`config.mk`:
```
export PLATFORM = sky130hd
export DESIGN_NAME = counter_event_monitor
export DESIGN_NICKNAME = d
export VERILOG_FILES = /design/src/rtl/counter_event_monitor.sv
export SDC_FILE = /design/constraint.sdc
export NUM_CORES = 1
export LEC_CHECK = 0
export ABC_AREA = 1
export BUFFER_PORTS_ARGS = -buffer_cell sky130_fd_sc_hd__buf_2
export CORE_MARGIN = 8
export CORE_UTILIZATION = 33
export CTS_CLUSTER_SIZE = 20
export DETAILED_ROUTE_END_ITERATION = 8
export PLACE_DENSITY = 0.55
export SLEW_MARGIN = 20
export SYNTH_ARGS = -nofsm -noshare
export SYNTH_HDL_FRONTEND = slang
export SYNTH_SLANG_ARGS = --single-unit
```
`constraint.sdc`:
```
create_clock -name clk -period 2.65 [get_ports clk]
set_input_delay 0.3975 -clock clk [delete_from_list [all_inputs] [get_ports clk]]
set_output_delay 0.3975 -clock clk [all_outputs]
set_load 0.05 [all_outputs]
```
`src/rtl/counter_event_monitor.sv`:
```
// counter_event_monitor
// Sits downstream of an N-bit up/down counter with parallel load. It detects
// counting wrap-arounds (not loads), keeps a saturating wrap tally, and raises
// a sticky compare-match interrupt through an IDLE/ARMED/HOLD state machine.
//
// Optional build feature: define COUNTER_EVENT_MONITOR_MISS_EN to add the
// miss_cnt output, a saturating count of hits that arrive while an interrupt
// is already pending (state HOLD) and the counter has moved.
module counter_event_monitor #(
    parameter int N = 4,
    parameter int W = 8
) (
    input  logic         clk,
    input  logic         reset_n,
    input  logic [N-1:0] count_q,
    input  logic         cnt_load,
    input  logic         cnt_up_down_n,
    input  logic         arm,
    input  logic         cmp_wr,
    input  logic [N-1:0] cmp_data,
    input  logic         irq_ack,
    input  logic         wrap_clr,
    output logic         match_pulse,
    output logic         wrap_pulse,
    output logic         irq,
    output logic [W-1:0] wrap_cnt,
    output logic [1:0]   state_o
`ifdef COUNTER_EVENT_MONITOR_MISS_EN
    ,
    output logic [7:0]   miss_cnt
`endif
);

    typedef enum logic [1:0] {
        IDLE  = 2'b00,
        ARMED = 2'b01,
        HOLD  = 2'b10
    } state_t;

    localparam logic [N-1:0] ALL_ONES  = {N{1'b1}};
    localparam logic [N-1:0] ALL_ZEROS = {N{1'b0}};
    localparam logic [W-1:0] WRAP_MAX  = {W{1'b1}};

    state_t         state_reg;
    logic [N-1:0]   prev_q_reg;
    logic           prev_load_reg;
    logic           prev_dir_reg;
    logic           prev_valid_reg;
    logic [N-1:0]   cmp_val_reg;

    logic           up_wrap;
    logic           down_wrap;
    logic           wrap_det;
    logic           hit;

    // One-cycle history of the counter output and the controls that produced
    // the current value; prev_valid masks the first cycle after reset.
    always_ff @(posedge clk or negedge reset_n) begin
        if (!reset_n) begin
            prev_q_reg     <= ALL_ZEROS;
            prev_load_reg  <= 1'b0;
            prev_dir_reg   <= 1'b0;
            prev_valid_reg <= 1'b0;
        end else begin
            prev_q_reg     <= count_q;
            prev_load_reg  <= cnt_load;
            prev_dir_reg   <= cnt_up_down_n;
            prev_valid_reg <= 1'b1;
        end
    end

    // A wrap is a counting step across the boundary; loads never count.
    assign up_wrap   = prev_dir_reg  && (prev_q_reg == ALL_ONES)  && (count_q == ALL_ZEROS);
    assign down_wrap = !prev_dir_reg && (prev_q_reg == ALL_ZEROS) && (count_q == ALL_ONES);
    assign wrap_det  = prev_valid_reg && !prev_load_reg && (up_wrap || down_wrap);

    assign hit = (count_q == cmp_val_reg);

    // Registered wrap pulse and saturating tally; a clear that coincides with
    // a wrap keeps that wrap, so the tally restarts at one.
    always_ff @(posedge clk or negedge reset_n) begin
        if (!reset_n) begin
            wrap_pulse <= 1'b0;
            wrap_cnt   <= '0;
        end else begin
            wrap_pulse <= wrap_det;
            if (wrap_clr) begin
                wrap_cnt <= wrap_det ? W'(1) : '0;
            end else if (wrap_det && (wrap_cnt != WRAP_MAX)) begin
                wrap_cnt <= wrap_cnt + W'(1);
            end
        end
    end

    // Compare value; a write takes effect for matching on the next cycle.
    always_ff @(posedge clk or negedge reset_n) begin
        if (!reset_n) begin
            cmp_val_reg <= ALL_ZEROS;
        end else if (cmp_wr) begin
            cmp_val_reg <= cmp_data;
        end
    end

    // Arm/hold state machine with registered match pulse and sticky irq.
    // In ARMED, dropping arm beats a hit; in HOLD, an ack beats a hit.
    always_ff @(posedge clk or negedge reset_n) begin
        if (!reset_n) begin
            state_reg   <= IDLE;
            match_pulse <= 1'b0;
            irq         <= 1'b0;
        end else begin
            match_pulse <= 1'b0;
            case (state_reg)
                IDLE: begin
                    if (arm) begin
                        state_reg <= ARMED;
                    end
                end
                ARMED: begin
                    if (!arm) begin
                        state_reg <= IDLE;
                    end else if (hit) begin
                        state_reg   <= HOLD;
                        match_pulse <= 1'b1;
                        irq         <= 1'b1;
                    end
                end
                HOLD: begin
                    if (irq_ack) begin
                        state_reg <= arm ? ARMED : IDLE;
                        irq       <= 1'b0;
                    end
                end
                default: begin
                    state_reg <= IDLE;
                    irq       <= 1'b0;
                end
            endcase
        end
    end

    assign state_o = state_reg;

`ifdef COUNTER_EVENT_MONITOR_MISS_EN
    logic count_changed;

    assign count_changed = (count_q != prev_q_reg);

    // Hits that land while an interrupt is pending are tallied as misses,
    // but only when the counter has actually moved onto the compare value.
    always_ff @(posedge clk or negedge reset_n) begin
        if (!reset_n) begin
            miss_cnt <= 8'd0;
        end else if (wrap_clr) begin
            miss_cnt <= 8'd0;
        end else if ((state_reg == HOLD) && hit && count_changed && (miss_cnt != 8'hFF)) begin
            miss_cnt <= miss_cnt + 8'd1;
        end
    end
`endif

endmodule

```
# Word level (Yosys, flattened, before mapping)
# Index checks and enable logic that the tools add are counted.
word_totals:
  latchBits: 0
  romBits: 0
  input_bits: 16
  n_memories: 0
  ram_bits: 0
  elab_cells: 55
  out_inout_bits: 13
  reg_bits: 24
classes:
  reduce_logical: 16
  n_addsub: 1
  magnitude_cmp: 0
  shift: 0
  bitwise_logic: 1
  div: 0
  n_mux: 16
  eq_ne: 11
  n_mul: 0
ops:
  columns: ["cell", "count"]
  rows:
  - ["$mux 8", 2]
  - ["$add 8x1->8 const B", 1]
  - ["$eq 4x4->1 const B", 2]
  - ["$logic_not 4->1", 2]
  - ["$mux 1", 8]
  - ["$mux 2", 4]
  - ["$ne 2x2->1 const B", 4]
  - ["$ne 8x8->1 const B", 1]
  - ["$logic_and 1x1->1", 7]
  - ["$pmux 2 s3", 1]
  - ["$eq 4x4->1", 1]
  - ["$reduce_and 4->1", 1]
  - ["$ne 3x3->1 const B", 1]
  - ["$pmux 1 s3", 1]
  - ["$reduce_and 3->1", 1]
  - ["$eq 2x1->1 const B", 1]
  - ["$eq 2x2->1 const B", 1]
  - ["$logic_not 1->1", 2]
  - ["$logic_not 2->1", 1]
  - ["$reduce_bool 2->1", 1]
  - ["$logic_or 1x1->1", 1]
  - ["$not 1->1", 1]

# Logic depth before layout (Yosys ltp)
depth:
  word_depth: 8
  mapped_depth: 9
  ltp_nobuf: 9

# Worst setup path before layout
# OpenSTA, ideal clock, no wires.
synth_timing:
  kind: "reg2reg"
  start: "reg wrap_cnt[0]"
  end: "reg wrap_cnt[0]"
  required_time_ps: 2531
  period_less_slack_ps: 1750
  path_slack_ps: 900
  path_stages_with_launch: 9
  setup_ps: 119
  t_arrival_ps: 1631
  path_buffers: 0
  cell_sequence: "dfrtp_1 > ha_1 > nand2_1 > nor2_2 > nand4_1 > nand3_4 > nand2_4 > nand2_1 > nand2_1"
synth_via:
  elab_chain_len: 3
  elab_cells_between_ends: 6
  cone_classes: "add/sub: 1; eq/ne: 1; mux: 2; reduce/logical: 2"
synth_lines:
  columns: ["item", "line", "text"]
  rows:
  - ["start, declared", "26", "output logic [W-1:0] wrap_cnt,"]
  - ["start signal, assigned", "88", "wrap_cnt <= wrap_det ? W'(1) : '0;"]
  - ["start signal, assigned", "90", "wrap_cnt <= wrap_cnt + W'(1);"]
  - ["$add 8x1->8 or $ne 8x8->1 (tied branches)", "90, 89", null]
  - ["$mux 8 or $logic_and 1x1->1 (tied branches)", "89", "end else if (wrap_det && (wrap_cnt != WRAP_MAX)) begin"]
  - ["$mux 8 or $reduce_bool 2->1 (tied branches)", null, null]
# Parallel ways exist; a longest one is shown, timed or not. The select of a mux whose other input is x is not followed.
# A chain may end at the register's enable or synchronous reset.

# Final worst setup path
layout_timing:
  start: "reg wrap_cnt[0]"
  end: "reg wrap_cnt[5]"
# The elaborated chain is that of the path after synthesis.

==> impl_metrics.csv <==
group,metric,value,unit
flow_run,drv_cap,0,
logic_synthesis,syn-num-nets,175,
cells_and_area,area.growth.synth_to_final,20.4,%
route,drt-total-wl,2.74,mm
floorplan,rows,22,
cells_and_area,largest_reg_flops,8,
setup_path,path_class,"reg2reg",
route,drtAntennaViolNets,0,
logic_synthesis,yosys_warnings,0,
logic_synthesis,synthTopCellsByCount,"nand2_1 (42), dfrtp_1 (24), nor2_1 (23)",
cells_and_area,finalNonFillerCells,237,
sta,finalWorstSetupSlack,1.06,ns
logic_synthesis,synthFlopType,"dfrtp_1",
sta,max_freq,0.630,GHz
logic_synthesis,synth_top_family_by_area,"simple AND/OR/NAND/NOR gates",
floorplan,die_h,77.9,um
sta,tightest_slew,0.535,ns
clock_tree,root_buffer,"clkbuf_8",
global_routing,grt_pass1_wl,4.66,mm
logic_synthesis,synth_seq_area_share,47.6,%
logic_synthesis,synth_largest_area_cell,"dfrtp_1",
clock_tree,cts_buffers,3,
logic_synthesis,muxShareOfSynthArea,3.57,%
logic_synthesis,synth.distinct_cells,24,
route,drt_iter0_markers,51,
setup_path,crit_family,"simple AND/OR/NAND/NOR gates",
sta,rsz0062_at_grt,"no",
placement,gp_congestion,0.877,
sta,fin_setup_tns,0,ns
setup_path,rr_startpoint,"wrap_cnt[0]$_DFFE_PN0P_",
sta,skew,0.00224,ns
floorplan,core_area,0.00366,mm^2
setup_path,worstPathRequired,2.82,ns
logic_synthesis,synthXorXnorAreaFrac,4.86,%
logic_synthesis,synthSimpleGateAreaFrac,33.8,%
setup_path,crit_fanout,9,
floorplan,dieArea,0.00606,mm^2
setup_path,worst_path_max_delay_cell,"dfrtp_1",
route,drc_errors,0,
setup_path,cp.arrival,1.76,ns
global_routing,grt_pass1_vias,1066,
clock_tree,cts_setup_buffers,0,
route,wl_met1,1.26,mm
power_and_ir_drop,p_per_area,601,mW/mm^2
sta,slew_headroom,64.3,%
logic_synthesis,synth_area_per_cell,7.99,um^2
route,wl_met3,103,um
placement,dp_cells,233,
clock_tree,h-tree-depth,1,
route,wl_per_cell,11.6,um
setup_path,cp-end-kind,"flip-flop",
logic_synthesis,synth_area,0.00126,mm^2
clock_tree,ctsHoldBuffers,0,
run_status,status,"finished clean",
logic_synthesis,async_reset_ff_share,100,%
power_and_ir_drop,power.leakage,0.824,nW
power_and_ir_drop,peakVddDrop,0.241,mV
logic_synthesis,synth_most_common_cell,"nand2_1",
cells_and_area,fill_cells,368,
clock_tree,cts_tree,"yes",
logic_synthesis,synth-edff-count,0,
logic_synthesis,yosys.area.top_type_share,47.6,%
floorplan,ios,29,
global_routing,gr-total-overflow,0,
placement,dp_slack,1.10,ns
setup_path,start_kind,"flip-flop",
clock_tree,cts.clk_slew.worst_paths,0.09,ns
clock_tree,clk_latency,0.27,ns
cells_and_area,drive_gt1_share,22.8,%
placement,place_hpwl,2.08,mm
clock_tree,cts_max_path_buffers,2,
floorplan,die_w,77.9,um
setup_path,crit_top_cell,"nand2_1",
logic_synthesis,yosys_register_bits,24,
setup_path,slowest_delay,0.46,ns
route,drt-vias-per-instance,4.67,
route,route.met2.wl,1.33,mm
cells_and_area,nets,207,
setup_path,crit_chain,"ha_1, nand2_1, nor2_2, nand4_1, nand3_4, nand2_4, nand2_1, nand2_1",
clock_tree,clock-sinks,24,
logic_synthesis,synthCells,158,
route,vias,1107,
sta,hold_viol_final,0,
global_routing,track_usage,9.34,%
setup_path,path_buf_inv,0,
route,first_pass_iters,4,
global_routing,antenna_found_initial,0,
cells_and_area,post-route-util,41.5,%
route,highest_layer,"met4",
sta,fin_crit,1.59,ns
hold_path,hold_path.class,"in2async",
setup_path,crit_start,"wrap_cnt[0]$_DFFE_PN0P_",
sta,fin_crit_sh,59.9,%
clock_tree,postCtsResizedCells,0,
floorplan,initial_utilization,34.5,%
cells_and_area,diodes,0,
sta,slew_viol_final,0,
sta,setup_viol,0,
logic_synthesis,synth_compound_area_share,2.18,%
placement,io_buffers,28,
logic_synthesis,ys_top_cells_by_area,"dfrtp_1 (48%), nand2_1 (12%), nor2_1 (6.8%), nand3_1 (5.9%), inv_1 (5.1%)",
logic_synthesis,synthAdderAreaFrac,0.991,%
global_routing,grt_max_degree,25,
-- power by group --
part	switching, W	leakage [nW]	internal (W)
registers	0.0000235	0.304	0.000393
clock network	0.000125	0.0357	0.000202
logic	0.000120	0.484	0.0000502
-- metrics by stage --
stage | area, um^2 | hold slack [ns] | power, W
3_5_place_dp | 1450 | 0.420 | 0.000596
6_report | 1520 | 0.0942 | 0.000914
4_1_cts | 1520 | 0.118 | 0.000921
5_1_grt | 1520 | 0.128 | 0.000954
3_3_place_gp | 1450 | 0.404 | 0.000592
2_1_floorplan | 1260 | 0.102 | 0.000540
-- final cells by class --
type                            instances  area, um^2  share of cell area (%)
Sequential cell                        24         601                    39.5
Multi-Input combinational cell        114         577                    37.9
Timing Repair Buffer                   28         140                    9.22
Inverter                               19        71.3                    4.69
Tap cell                               48        60.1                    3.95
Clock buffer                            3        41.3                    2.72
Clock inverter                          1        30.0                    1.98
-- per-layer routing --
layer / GRT usage, % / vias to the layer above
li1: - / 557
met1: 11.4 / 516
met2: 15.1 / 28
met3: 2.42 / 6
met4: 3.96 / 0
met5: 0 / -
-- cell usage in the layout (no fill, tap or decap), types with 2 or more instances in the layout --
cell      count
a21oi_1       2
buf_2        28
clkbuf_8      3
dfrtp_1      24
inv_1        17
mux2_2        4
nand2_1      42
nand2_2       2
nand3_1      15
nand4_1       2
nor2_1       23
nor3_1        7
o21ai_0       2
xor2_1        6
-- worst register-to-register path: stages (launching register included) --
cell	delay, ns
dfrtp_1	0.46
ha_1	0.20
nand2_1	0.08
nor2_2	0.15
nand4_1	0.17
nand3_4	0.20
nand2_4	0.10
nand2_1	0.08
nand2_1	0.04
-- cells by family (layout without fill, tap and decap cells) --
group,Yosys count,after routing
AOI/OAI and AO/OA,5,5
xor gates and xnor gates,7,7
adders and majority gates,1,1
buffers and inverters,20,51
DFF,24,24
muxes,4,4
other,1,1
and+or+nand+nor,96,96
-- path summary, 6_finish.rpt --
check,to,slack [ns],cells past startpoint
max in group asynchronous,wrap_cnt[3]$_DFFE_PN0P_,2.20,1
worst min-delay path,cmp_val_reg[3]$_DFFE_PN0P_,0.09,1
worst min register to register,cmp_val_reg[1]$_DFFE_PN0P_,0.54,1
min in group clk,prev_dir_reg$_DFF_PN0_,0.23,1
worst max register to register,wrap_cnt[5]$_DFFE_PN0P_,1.06,8
worst max-delay path,wrap_cnt[5]$_DFFE_PN0P_,1.06,8
(Power assumes the default switching activity.)
